--- config.mk ---
export PLATFORM = sky130hd
export DESIGN_NAME = vram_arbiter
export DESIGN_NICKNAME = d
export VERILOG_FILES = /design/src/rtl/vram_arb_pkg.sv /design/src/rtl/vram_arb_prio.sv /design/src/rtl/vram_arbiter.sv
export SDC_FILE = /design/constraint.sdc
export NUM_CORES = 1
export LEC_CHECK = 0
export BUFFER_PORTS_ARGS = -buffer_cell sky130_fd_sc_hd__buf_4
export CORE_MARGIN = 2
export CORE_UTILIZATION = 49
export CTS_CLUSTER_DIAMETER = 80
export DETAILED_ROUTE_END_ITERATION = 8
export PLACE_DENSITY = 0.85
export SETUP_SLACK_MARGIN = 0.4
export SYNTH_ARGS = -nofsm -noshare
export SYNTH_HDL_FRONTEND = slang
export SYNTH_HIERARCHICAL = 1
export SYNTH_SLANG_ARGS = --single-unit
export TNS_END_PERCENT = 100
--- constraint.sdc ---
create_clock -name clk_sys -period 4.43 [get_ports clk_sys]
set_input_delay 0.6645 -clock clk_sys [delete_from_list [all_inputs] [get_ports clk_sys]]
set_output_delay 0.6645 -clock clk_sys [all_outputs]
set_load 0.005 [all_outputs]
--- src/rtl/vram_arb_pkg.sv ---
// Shared definitions for the VRAM arbiter: pipeline owner tags and the default loader
// promotion threshold.
package vram_arb_pkg;

    typedef enum logic [1:0] {
        OWN_NONE = 2'd0,
        OWN_VID  = 2'd1,
        OWN_CPU  = 2'd2,
        OWN_LDR  = 2'd3
    } owner_e;

    localparam int LDR_MAX_WAIT_DEFAULT = 15;

endpackage

--- src/rtl/vram_arb_prio.sv ---
// Combinational grant selection: video first, then a starved loader, then CPU, then loader.
module vram_arb_prio
    import vram_arb_pkg::*;
(
    input  logic   vid_req_i,
    input  logic   cpu_req_i,
    input  logic   ldr_req_i,
    input  logic   cpu_busy_i,
    input  logic   ldr_busy_i,
    input  logic   ldr_promoted_i,
    output owner_e grant_o
);

    logic cpu_ok;
    logic ldr_ok;

    assign cpu_ok = cpu_req_i && !cpu_busy_i;
    assign ldr_ok = ldr_req_i && !ldr_busy_i;

    always_comb begin
        // NOTE: default first so every path assigns grant_o and no latch is inferred.
        grant_o = OWN_NONE;
        if (vid_req_i) begin
            grant_o = OWN_VID;
        end else if (ldr_ok && ldr_promoted_i) begin
            grant_o = OWN_LDR;
        end else if (cpu_ok) begin
            grant_o = OWN_CPU;
        end else if (ldr_ok) begin
            grant_o = OWN_LDR;
        end
    end

endmodule

--- src/rtl/vram_arbiter.sv ---
// Three-requester arbiter for a single-port synchronous VRAM: one access per cycle,
// fixed 3-cycle grant-to-ack latency, acks routed by the owner tag carried down the pipe.
module vram_arbiter
    import vram_arb_pkg::*;
#(
    parameter int LDR_MAX_WAIT = LDR_MAX_WAIT_DEFAULT,
    parameter int AW           = 15
) (
    input  logic          clk_sys,
    input  logic          reset,

    input  logic          vid_req,
    input  logic [AW-1:0] vid_addr,
    output logic          vid_valid,
    output logic [7:0]    vid_data,

    input  logic          cpu_req,
    input  logic          cpu_we,
    input  logic [AW-1:0] cpu_addr,
    input  logic [7:0]    cpu_din,
    output logic          cpu_ack,
    output logic [7:0]    cpu_dout,

    input  logic          ldr_req,
    input  logic          ldr_we,
    input  logic [AW-1:0] ldr_addr,
    input  logic [7:0]    ldr_din,
    output logic          ldr_ack,
    output logic [7:0]    ldr_dout,

    output logic [AW-1:0] ram_addr,
    output logic          ram_we,
    output logic [7:0]    ram_din,
    input  logic [7:0]    ram_dout
);

    localparam int            CW       = (LDR_MAX_WAIT < 1) ? 1 : $clog2(LDR_MAX_WAIT + 1);
    localparam logic [CW-1:0] WAIT_SAT = CW'(LDR_MAX_WAIT);

    owner_e        grant;
    logic          grant_we;
    logic [AW-1:0] grant_addr;
    logic [7:0]    grant_din;
    logic          ldr_promoted;

    logic [AW-1:0] ram_addr_q,  ram_addr_d;
    logic          ram_we_q,    ram_we_d;
    logic [7:0]    ram_din_q,   ram_din_d;
    owner_e        s1_own_q,    s1_own_d;
    owner_e        s2_own_q,    s2_own_d;
    logic          vid_valid_q, vid_valid_d;
    logic          cpu_ack_q,   cpu_ack_d;
    logic          ldr_ack_q,   ldr_ack_d;
    logic [7:0]    vid_data_q,  vid_data_d;
    logic [7:0]    cpu_dout_q,  cpu_dout_d;
    logic [7:0]    ldr_dout_q,  ldr_dout_d;
    logic          cpu_busy_q,  cpu_busy_d;
    logic          ldr_busy_q,  ldr_busy_d;
    logic [CW-1:0] wait_cnt_q,  wait_cnt_d;

    assign ldr_promoted = (wait_cnt_q == WAIT_SAT);

    vram_arb_prio u_prio (
        .vid_req_i      (vid_req),
        .cpu_req_i      (cpu_req),
        .ldr_req_i      (ldr_req),
        .cpu_busy_i     (cpu_busy_q),
        .ldr_busy_i     (ldr_busy_q),
        .ldr_promoted_i (ldr_promoted),
        .grant_o        (grant)
    );

    // Capture the winner's request fields; video is always a read.
    always_comb begin
        grant_we   = 1'b0;
        grant_addr = vid_addr;
        grant_din  = '0;
        case (grant)
            OWN_CPU: begin
                grant_we   = cpu_we;
                grant_addr = cpu_addr;
                grant_din  = cpu_din;
            end
            OWN_LDR: begin
                grant_we   = ldr_we;
                grant_addr = ldr_addr;
                grant_din  = ldr_din;
            end
            default: ;
        endcase
    end

    always_comb begin
        ram_addr_d = ram_addr_q;
        ram_din_d  = ram_din_q;
        if (grant != OWN_NONE) begin
            ram_addr_d = grant_addr;
            ram_din_d  = grant_din;
        end
        ram_we_d = grant_we;

        s1_own_d = grant;
        s2_own_d = s1_own_q;

        // Stage 2 owner sees this cycle's ram_dout; its ack goes out next cycle.
        vid_valid_d = (s2_own_q == OWN_VID);
        cpu_ack_d   = (s2_own_q == OWN_CPU);
        ldr_ack_d   = (s2_own_q == OWN_LDR);
        vid_data_d  = vid_valid_d ? ram_dout : vid_data_q;
        cpu_dout_d  = cpu_ack_d   ? ram_dout : cpu_dout_q;
        ldr_dout_d  = ldr_ack_d   ? ram_dout : ldr_dout_q;

        cpu_busy_d = cpu_busy_q;
        if (grant == OWN_CPU) begin
            cpu_busy_d = 1'b1;
        end else if (cpu_ack_q) begin
            cpu_busy_d = 1'b0;
        end

        ldr_busy_d = ldr_busy_q;
        if (grant == OWN_LDR) begin
            ldr_busy_d = 1'b1;
        end else if (ldr_ack_q) begin
            ldr_busy_d = 1'b0;
        end

        wait_cnt_d = wait_cnt_q;
        if (grant == OWN_LDR) begin
            wait_cnt_d = '0;
        end else if (ldr_req && !ldr_busy_q && !ldr_promoted) begin
            wait_cnt_d = wait_cnt_q + CW'(1);
        end
    end

    // NOTE: non-blocking assignments so every register samples pre-edge values.
    always_ff @(posedge clk_sys) begin
        if (reset) begin
            ram_addr_q  <= '0;
            ram_we_q    <= 1'b0;
            ram_din_q   <= '0;
            s1_own_q    <= OWN_NONE;
            s2_own_q    <= OWN_NONE;
            vid_valid_q <= 1'b0;
            cpu_ack_q   <= 1'b0;
            ldr_ack_q   <= 1'b0;
            vid_data_q  <= '0;
            cpu_dout_q  <= '0;
            ldr_dout_q  <= '0;
            cpu_busy_q  <= 1'b0;
            ldr_busy_q  <= 1'b0;
            wait_cnt_q  <= '0;
        end else begin
            ram_addr_q  <= ram_addr_d;
            ram_we_q    <= ram_we_d;
            ram_din_q   <= ram_din_d;
            s1_own_q    <= s1_own_d;
            s2_own_q    <= s2_own_d;
            vid_valid_q <= vid_valid_d;
            cpu_ack_q   <= cpu_ack_d;
            ldr_ack_q   <= ldr_ack_d;
            vid_data_q  <= vid_data_d;
            cpu_dout_q  <= cpu_dout_d;
            ldr_dout_q  <= ldr_dout_d;
            cpu_busy_q  <= cpu_busy_d;
            ldr_busy_q  <= ldr_busy_d;
            wait_cnt_q  <= wait_cnt_d;
        end
    end

    assign ram_addr  = ram_addr_q;
    assign ram_we    = ram_we_q;
    assign ram_din   = ram_din_q;
    assign vid_valid = vid_valid_q;
    assign vid_data  = vid_data_q;
    assign cpu_ack   = cpu_ack_q;
    assign cpu_dout  = cpu_dout_q;
    assign ldr_ack   = ldr_ack_q;
    assign ldr_dout  = ldr_dout_q;

endmodule

== Yosys cells after proc, flatten, opt, wreduce, memory -nomap -nowiden ==
Cells that the tools add are included.
Word-level totals
  register bits after elaboration: 61
  input port bits: 76
  output and inout bits: 51
  logic and storage cells: 43
Cells by class
  add/sub/neg operators: 1
  equal/unequal tests: 6
  muxes and demuxes: 11
  reductions and logical operators: 11
Operators by type and width (number)
  $pmux 15 s2: 1
  $pmux 8 s2: 1
  $eq 2x2->1 const B: 4
  $mux 2: 4
  $reduce_bool 2->1: 3
  $add 4x1->4 const B: 1
  $eq 4x4->1 const B: 1
  $logic_and 1x1->1: 4
  $mux 1: 4
  $logic_not 1->1: 3
  $eq 2x1->1 const B: 1
  $pmux 1 s2: 1
  $reduce_or 2->1: 1

== Longest topological paths before layout ==
Gate-level depths: netlist of run 1.
  depth in word-level cells: 8
  depth in mapped cells: 10
  gate-level depth less buffers: 7

== By module ==
The synthesis of run 1 kept the hierarchy.
Modules (own cells, without submodules)
  vram_arbiter: times used 1, cells an instance 246, area an instance 2483.6 um^2, sequential area each 1221.2 um^2
  vram_arb_prio: times used 1, cells an instance 5, area an instance 37.5 um^2, sequential area each 0.0 um^2

== Least setup slack after synthesis of run 1 ==
Ideal clock, no wire load.
  path type: input-to-reg
  start point: in cpu_req
  end point: reg ram_addr_q[11] (netlist: ram_addr[11])
  library setup time: 128 ps
  data arrival time: 1974 ps
  required time: 4302 ps
  setup slack: 2328 ps
  stages on the path: 6
  buffers on the path: 2
  cell sequence: or2b_1 -> a21oi_2 -> buf_6 -> buf_6 -> mux4_2 -> nor2b_1
On the way
  word-level cells in the longest chain between the ends: 6
  elaborated cells between the ends (all ways): 8
  those cells by class: eq/ne (2); mux (4); reduce/logical (2)
RTL lines
  start, declared: line vram_arbiter.sv:17  | input logic cpu_req,
  $logic_and 1x1->1 *: line vram_arb_prio.sv:17  | assign cpu_ok = cpu_req_i && !cpu_busy_i;
  $mux 2 *: line vram_arb_prio.sv:27  | end else if (cpu_ok) begin
  $mux 2 *: line vram_arb_prio.sv:25  | end else if (ldr_ok && ldr_promoted_i) begin
  $mux 2 *: line vram_arb_prio.sv:23  | if (vid_req_i) begin
  via grant[1]: line vram_arbiter.sv:40  | owner_e grant;
  $eq 2x2->1: line vram_arbiter.sv:78  | case (grant)
  $pmux 15 s2: line vram_arbiter.sv:78
  end signal, assigned: line vram_arbiter.sv:153  | ram_addr_q <= ram_addr_d;
  end, declared: line vram_arbiter.sv:46  | logic [AW-1:0] ram_addr_q, ram_addr_d;
Mark *: on every way through the listed nets, which the timed path passes. The rest lies on a longest branch.
A chain may end at the register's enable or synchronous reset.

== Worst setup path after layout of run 1 ==
  start point: reg wait_cnt_q[0]
  end point: reg ram_din_q[4] (netlist: ram_din[4])
On the way
  word-level cells in the longest chain between the ends: 6
  elaborated cells between the ends (all ways): 8
  those cells by class: eq/ne (3); mux (3); reduce/logical (2)
RTL lines
  start, declared: line vram_arbiter.sv:59  | logic [CW-1:0] wait_cnt_q, wait_cnt_d;
  start signal, assigned: line vram_arbiter.sv:166  | wait_cnt_q <= wait_cnt_d;
  $eq 4x4->1 *: line vram_arbiter.sv:61  | assign ldr_promoted = (wait_cnt_q == WAIT_SAT);
  $logic_and 1x1->1 *: line vram_arb_prio.sv:25
  $mux 2 *: line vram_arb_prio.sv:25
  $mux 2 *: line vram_arb_prio.sv:23
  via grant[0]: line vram_arbiter.sv:40
  $eq 2x2->1: line vram_arbiter.sv:78
  $pmux 8 s2: line vram_arbiter.sv:78
  end signal, assigned: line vram_arbiter.sv:155  | ram_din_q <= ram_din_d;
  end, declared: line vram_arbiter.sv:48  | logic [7:0] ram_din_q, ram_din_d;
Marks and branches as above.

==> impl_metrics.csv, run 1 <==
group,metric,value,unit
power,seqPwrFrac,42.4,%
finish,diodes,0,
clock_network,cts_tree,"yes",
floorplan,die_w,75.7,um
clock_network,clkTransAtPathRegs,0.07,ns
floorplan,die_h,75.7,um
finish,fin_cells,445,
worst_setup_path,worstPathRequired,4.63,ns
floorplan,row_count,26,
detailed_routing,first_iter_violations,162,
detailed_routing,route.antenna.remaining_nets,0,
clock_network,clk_path_buf_depth,2,
global_routing,antenna_found_initial,0,
place,io_buffers,126,
power,p_leak,1.61,nW
finish,nFillCells,377,
clock_network,worstSkewPairLatency,0.34,ns
global_routing,grt_pass1_wl,10200,um
finish,layout.area.seq,1220,um^2
finish,multi_input_area,1210,um^2
sta,maxSlewViolCount,0,
place,place_congestion,0.752,
flow_run,cap_violations,0,
finish,final_cell_mix,"buf_4 (127), dfxtp_1 (61), nand2_1 (43)",
place,dp_cells,429,
floorplan,core_area,5040,um^2
clock_network,cts_root_buffer,"clkbuf_8",
worst_setup_path,critPathLaunchType,"flop",
worst_setup_path,cp.arrival,3.08,ns
worst_setup_path,end_kind,"flop",
power,power_density,377,nW/um^2
finish,syn2layout_area_growth,47.6,%
synth,synth-seq-cells,61,
sta,timing.fmax,0.348,GHz
global_routing,grt_max_degree,59,
clock_network,cts_made_buffers,9,
worst_hold_path,hold_path_class,"reg -> reg",
sta,finalSetupViolations,0,
synth,syn-instance-count,251,
power,peakVddDrop,212,uV
detailed_routing,wire_per_inst,14.9,um
synth,yosysWarnings,6,
finish,nNetsFinal,447,
synth,yosysSeqAreaShare,48.4,%
sta,hold_viol_final,0,
clock_network,htree_levels,3,
sta,finalCritPeriodShare,64.9,%
global_routing,grt_util_all_layers,24.2,%
run_status,status,"complete, no violations",
synth,synth_area,2520,um^2
detailed_routing,drc,0,
power,internal_power,1.08,mW
detailed_routing,vias,2348,
clock_network,cts_sinks,61,
floorplan,die_area,5740,um^2
power,combPwrFrac,14.6,%
synth,synth_cell_types,30,
sta,period_minus_slack,2.87,ns
clock_network,cts_resized,0,
worst_setup_path,cp_max_fo,26,
floorplan,io_pins,127,
power,clkPwrFrac,43.0,%
worst_setup_path,critPathKind,"reg -> reg",
power,p_sw,0.322,mW
sta,finalClockSkew,0.00367,ns
finish,drive_gt1_share,44.8,%
floorplan,initial_utilization,50.0,%
power,sw_frac_of_total,22.9,%
global_routing,grt_overflow_total,0,
sta,rsz0062_at_grt,"false",
synth,synth_nets,328,
global_routing,grt_pass1_vias,2214,
sta,worstMarginPinSlew,1.25,ns
finish,final_common_cell,"buf_4",
clock_network,cts_hold_buf,0,
detailed_routing,drt_first_pass_iters,5,
sta,relSlewSlack,16.4,%
sta,finalSetupTns,0,ns
clock_network,post-cts-setup-buffers,0,
place,hpwl,4690,um
detailed_routing,drt-total-wl,6640,um
synth,syn_area_per_cell,10.0,um^2
detailed_routing,viasPerCell,5.28,
sequential cells by signal, summed over array words and instances (netlist names):
register / cells
ram_addr: 15
cpu_dout: 8
ldr_dout: 8
ram_din: 8
vid_data: 8
wait_cnt_q: 4
s1_own_q: 2
s2_own_q: 2
cpu_ack: 1
cpu_busy_q: 1
ldr_ack: 1
ldr_busy_q: 1
ram_we: 1
vid_valid: 1
worst max-delay path, cell delays in order, from the launching register on:
cell,delay (ns)
dfxtp_1,0.41
ha_1,0.26
and3_1,0.28
nor3b_1,0.09
o21bai_2,0.96
nor2_1,0.36
a22oi_1,0.31
nor2_1,0.07
kinds of logic (layout without fill, tap and decap cells):
kind of cell               after synthesis  after routing  share of synthesized area (%)
and+or+nand+nor                        102            102                           19.6
muxes                                   24             24                           17.4
buffers and inverters                   19            143                           3.92
adders and majority gates                1              1                          0.496
AOI/OAI and AO/OA                       44             44                           10.2
DFF                                     61             61                           48.4
cells in the mapped netlist:
master,number,area share [%]
a211oi_1,1,0.30
o211ai_1,1,0.30
nand3_1,9,1.8
nor3_1,2,0.40
o21bai_1,1,0.30
mux4_2,15,13
mux2_2,8,3.6
or2b_1,1,0.30
and4b_1,1,0.40
or3_1,1,0.25
a22oi_1,8,2.4
nor2b_1,23,5.7
and3_1,1,0.25
nand2_1,43,6.4
nand2b_1,8,2.0
o31ai_1,1,0.30
buf_2,7,1.4
dfxtp_1,61,48
buf_1,3,0.45
clkbuf_1,6,0.89
buf_4,1,0.30
buf_6,2,0.89
mux2i_1,1,0.40
o21ai_0,1,0.20
ha_1,1,0.50
a41oi_1,1,0.35
nor3b_1,1,0.30
nor2_1,12,1.8
a21oi_2,1,0.35
a21oi_1,29,5.8
per-stage QoR:
step	power, mW	area [um^2]	utilization (%)	setup WS, ns	hold slack (ns)
after CTS	1.41	3720	73.8	1.59	0.442
after detailed placement	0.811	3470	68.9	1.63	0.426
after global placement	0.805	3470	68.9	1.74	0.426
after global routing	1.45	3720	73.8	1.33	0.454
final	1.40	3720	73.8	1.56	0.436
after floorplan	0.709	2520	-	2.33	0.414
per-layer routing:
metal	vias up	GRT usage (%)	share of wire (%)
met3	25	5.16	6.3
met5	-	0	0
met4	0	15.0	3.8
met1	1101	28.2	38
met2	112	40.6	52
li1	1110	-	-
power groups by stage:
stage	clock network [mW]	registers (mW)	logic, mW
after floorplan	0	0.604	0.105
after global placement	0	0.606	0.199
after detailed placement	0	0.607	0.205
after CTS	0.611	0.595	0.206
after global routing	0.630	0.598	0.222
final	0.603	0.596	0.205
final timing paths:
path	depth (start not counted)	startpoint	endpoint	slack (ns)
worst max-delay path	7	wait_cnt_q[0]	ram_din[4]	1.56
worst min-delay path	1	s1_own_q[1]	s2_own_q[1]	0.44
worst max register to register	7	wait_cnt_q[0]	ram_din[4]	1.56
worst min register to register	1	s1_own_q[1]	s2_own_q[1]	0.44
area by class of cell:
type                    instances  area share, %
multi-input cells             171           32.6
clock buffers                   9           3.33
well taps                      70           2.35
clock inverters                 7           3.30
repair buffers                127           25.6
flip-flops and latches         61           32.8
No activity file was read; power rests on OpenSTA's default activity.
==> run 2: changes to the inputs <==
- ABC_AREA: unset -> 1
- CORE_UTILIZATION: 49 -> 41
- PLACE_DENSITY: 0.85 -> 0.76
- clock period: 4.43 -> 2.4 ns (I/O delays scaled with it)
==> impl_metrics.csv, run 2 <==
group,metric,value,unit
worst_hold_path,hold_path_class,"in -> reg",
floorplan,die_w,81.7,um
run_status,status,"complete, no violations",
worst_setup_path,worstPathRequired,2.63,ns
sta,rsz0062_at_grt,"false",
place,io_buffers,126,
global_routing,grt_max_degree,50,
sta,timing.fmax,0.570,GHz
detailed_routing,route.antenna.remaining_nets,0,
power,p_sw,0.612,mW
floorplan,core_area,5890,um^2
finish,nNetsFinal,544,
power,seqPwrFrac,42.5,%
power,peakVddDrop,367,uV
worst_setup_path,crit_path_cell_trace,"ha_1 > nand3_1 > inv_1 > inv_1 > nand3_1 > nand2_1 > nand2_2 > clkinv_4 > nand2_8 > inv_2 > nand2_1 > nand3_1 > nand2_1 > inv_1",
flow_run,cap_violations,0,
clock_network,clk_path_buf_depth,2,
finish,final_cell_mix,"buf_4 (128), nand2_1 (81), dfxtp_1 (61)",
place,dp_cells,528,
detailed_routing,first_iter_violations,83,
detailed_routing,drt-total-wl,6610,um
synth,synth_top_family_by_area,"simple AND/OR/NAND/NOR gates",
synth,synth_nets,417,
floorplan,row_count,28,
synth,synth_mux_area_share,0,%
sta,finalSetupViolations,0,
synth,synth_flop_cell,"dfxtp_1",
synth,yosysTopAreaCellShare,49.3,%
worst_setup_path,crit_path_top_delay_cell,"dfxtp_1",
detailed_routing,drt_first_pass_iters,4,
finish,fin_area,3730,um^2
synth,async_flop_share,0,%
synth,synth_most_common_cell,"nand2_1",
detailed_routing,met2WireLength,3350,um
detailed_routing,wl_met3,484,um
clock_network,htree_levels,3,
detailed_routing,drc,0,
synth,synthAdderAreaFrac,0.505,%
power,total_power,2.60,mW
synth,yosysSeqAreaShare,49.3,%
clock_network,cts_made_buffers,9,
worst_setup_path,end_kind,"flop",
synth,synth_compound_area_share,16.6,%
finish,syn2layout_area_growth,50.5,%
power,clkPwrFrac,42.9,%
synth,syn_area_per_cell,7.29,um^2
finish,diodes,0,
synth,synth_area,2480,um^2
clock_network,cts_tree,"yes",
synth,synth-edff-count,0,
detailed_routing,wire_per_inst,12.1,um
power,internal_power,1.99,mW
clock_network,cts_sinks,61,
clock_network,worstSkewPairLatency,0.32,ns
place,hpwl,4900,um
sta,hold_viol_final,0,
global_routing,antenna_found_initial,0,
sta,finalSetupTns,0,ns
worst_setup_path,crit_start,"wait_cnt_q[0]",
finish,final_common_cell,"buf_4",
power,p_leak,1.82,nW
global_routing,grt_pass1_vias,2408,
worst_setup_path,timing.rr.end,"ram_din[7]",
synth,synth_cell_types,23,
clock_network,cts_root_buffer,"clkbuf_8",
sta,hold_ws,0.286,ns
power,combPwrFrac,14.6,%
worst_setup_path,cp.arrival,1.98,ns
power,sw_frac_of_total,23.5,%
floorplan,initial_utilization,42.1,%
synth,synth_top_area_cell,"dfxtp_1",
detailed_routing,viasPerCell,4.85,
worst_setup_path,rr_startpoint,"wait_cnt_q[0]",
detailed_routing,drt-met1-wl,2690,um
sta,finalCritPeriodShare,73.0,%
sta,period_minus_slack,1.75,ns
place,place_area,3430,um^2
finish,fin_cells,547,
worst_setup_path,crit_path_max_incr_delay,0.41,ns
synth,synth-xor-area-share,0.354,%
synth,synth-simple-area-share,24.9,%
detailed_routing,highest_layer,"met4",
worst_setup_path,critPathKind,"reg -> reg",
synth,syn-instance-count,340,
finish,drive_gt1_share,33.5,%
synth,synth-seq-cells,61,
floorplan,die_h,81.7,um
place,place_congestion,0.768,
floorplan,die_area,6680,um^2
worst_setup_path,cp_max_fo,16,
sta,relSlewSlack,56.6,%
worst_setup_path,r2r_cells,14,
sta,worstMarginPinSlew,0.650,ns
sta,finalClockSkew,0.00995,ns
worst_setup_path,worstSetupEndpoint,"ram_din[7]",
clock_network,clkTransAtPathRegs,0.07,ns
global_routing,grt_pass1_wl,10200,um
sta,maxSlewViolCount,0,
power,power_density,697,nW/um^2
finish,largest_register_ffs,15,
synth,yosysWarnings,6,
synth,synth.area.top_cells,"dfxtp_1 (49%), nand2_1 (13%), o21ai_0 (11%)",
global_routing,grt_overflow_total,0,
worst_setup_path,critPathLaunchType,"flop",
synth,yosys-top-cells-count,"nand2_1 (83), dfxtp_1 (61), nor2_1 (57), o21ai_0 (52), inv_1 (25)",
detailed_routing,vias,2654,
global_routing,grt_util_all_layers,19.9,%
worst_setup_path,r2r_slack,0.65,ns
floorplan,io_pins,127,
run 2: cell count changes in the layout (fill, tap and decap cells not counted), sizes merged, moves of 23 or more:
cell,before,now
nor2b,23,0
a21oi,30,7
inv,1,28
o21ai,1,54
nor2,12,59
nand2,43,85
run 2: cells by family after synthesis:
logic type | Yosys count
buffers and inverters | 44
XOR/XNOR | 1
adder cells (fa/ha/maj) | 1
AO/OA/AOI/OAI | 77
AND/OR/NAND/NOR | 156
flip-flops | 61
run 2: repair_timing:
action,CTS,global route
hold endpoints to repair,0,0
resized for setup,1,11
hold buffers,0,0
cloned,0,1
endpoints found under the setup margin,8,24
setup buffers,0,2
run 2: per-stage QoR:
step	util, %	worst slack (ns)
after floorplan	-	0.871
after global placement	58.2	0.440
after detailed placement	58.2	0.379
after CTS	62.4	0.433
after global routing	63.3	0.430
final	63.3	0.647
run 2: worst min path at each step:
stage                        endpoint   startpoint  depth (start not counted)  slack, ns
after floorplan           s2_own_q[0]  s1_own_q[0]                          2       0.39
after detailed placement  s2_own_q[1]  s1_own_q[1]                          2       0.39
final                     vid_data[3]  ram_dout[3]                          3       0.29
after global placement    s2_own_q[0]  s1_own_q[0]                          2       0.39
after global routing      vid_data[3]  ram_dout[3]                          3       0.28
after CTS                 vid_data[3]  ram_dout[3]                          3       0.27
run 2: final cells by class:
| type | instances | area, um^2 |
|---|---|---|
| Clock buffer | 10 | 138 |
| Sequential cell | 61 | 1220 |
| Timing Repair inverter | 1 | 5.00 |
| Timing Repair Buffer | 128 | 961 |
| Tap cell | 75 | 93.8 |
| Multi-Input combinational cell | 235 | 1070 |
| Fill cell | 531 | 2160 |
| Inverter | 31 | 126 |
| Clock inverter | 6 | 110 |
run 2: power groups by stage:
stage | clock, mW | sequential, mW | combinational [mW]
detailed placement | 0 | 1.13 | 0.368
CTS | 1.13 | 1.10 | 0.368
global route | 1.18 | 1.11 | 0.426
floorplan | 0 | 1.13 | 0.164
global placement | 0 | 1.12 | 0.361
finish | 1.12 | 1.10 | 0.380
run 2: worst max-delay path, delay by kind of cell, from the launching register on:
family	cells	cell delay (ns)
adder cells (fa/ha/maj)	1	0.21
AND/OR/NAND/NOR	8	0.70
flip-flops	1	0.41
buffers and inverters	5	0.34
run 2: routing by layer:
layer | up-vias | global-route usage, %
met5 | - | 0
met3 | 8 | 4.18
met1 | 1202 | 21.8
met2 | 96 | 35.5
met4 | 0 | 10.8
li1 | 1348 | -
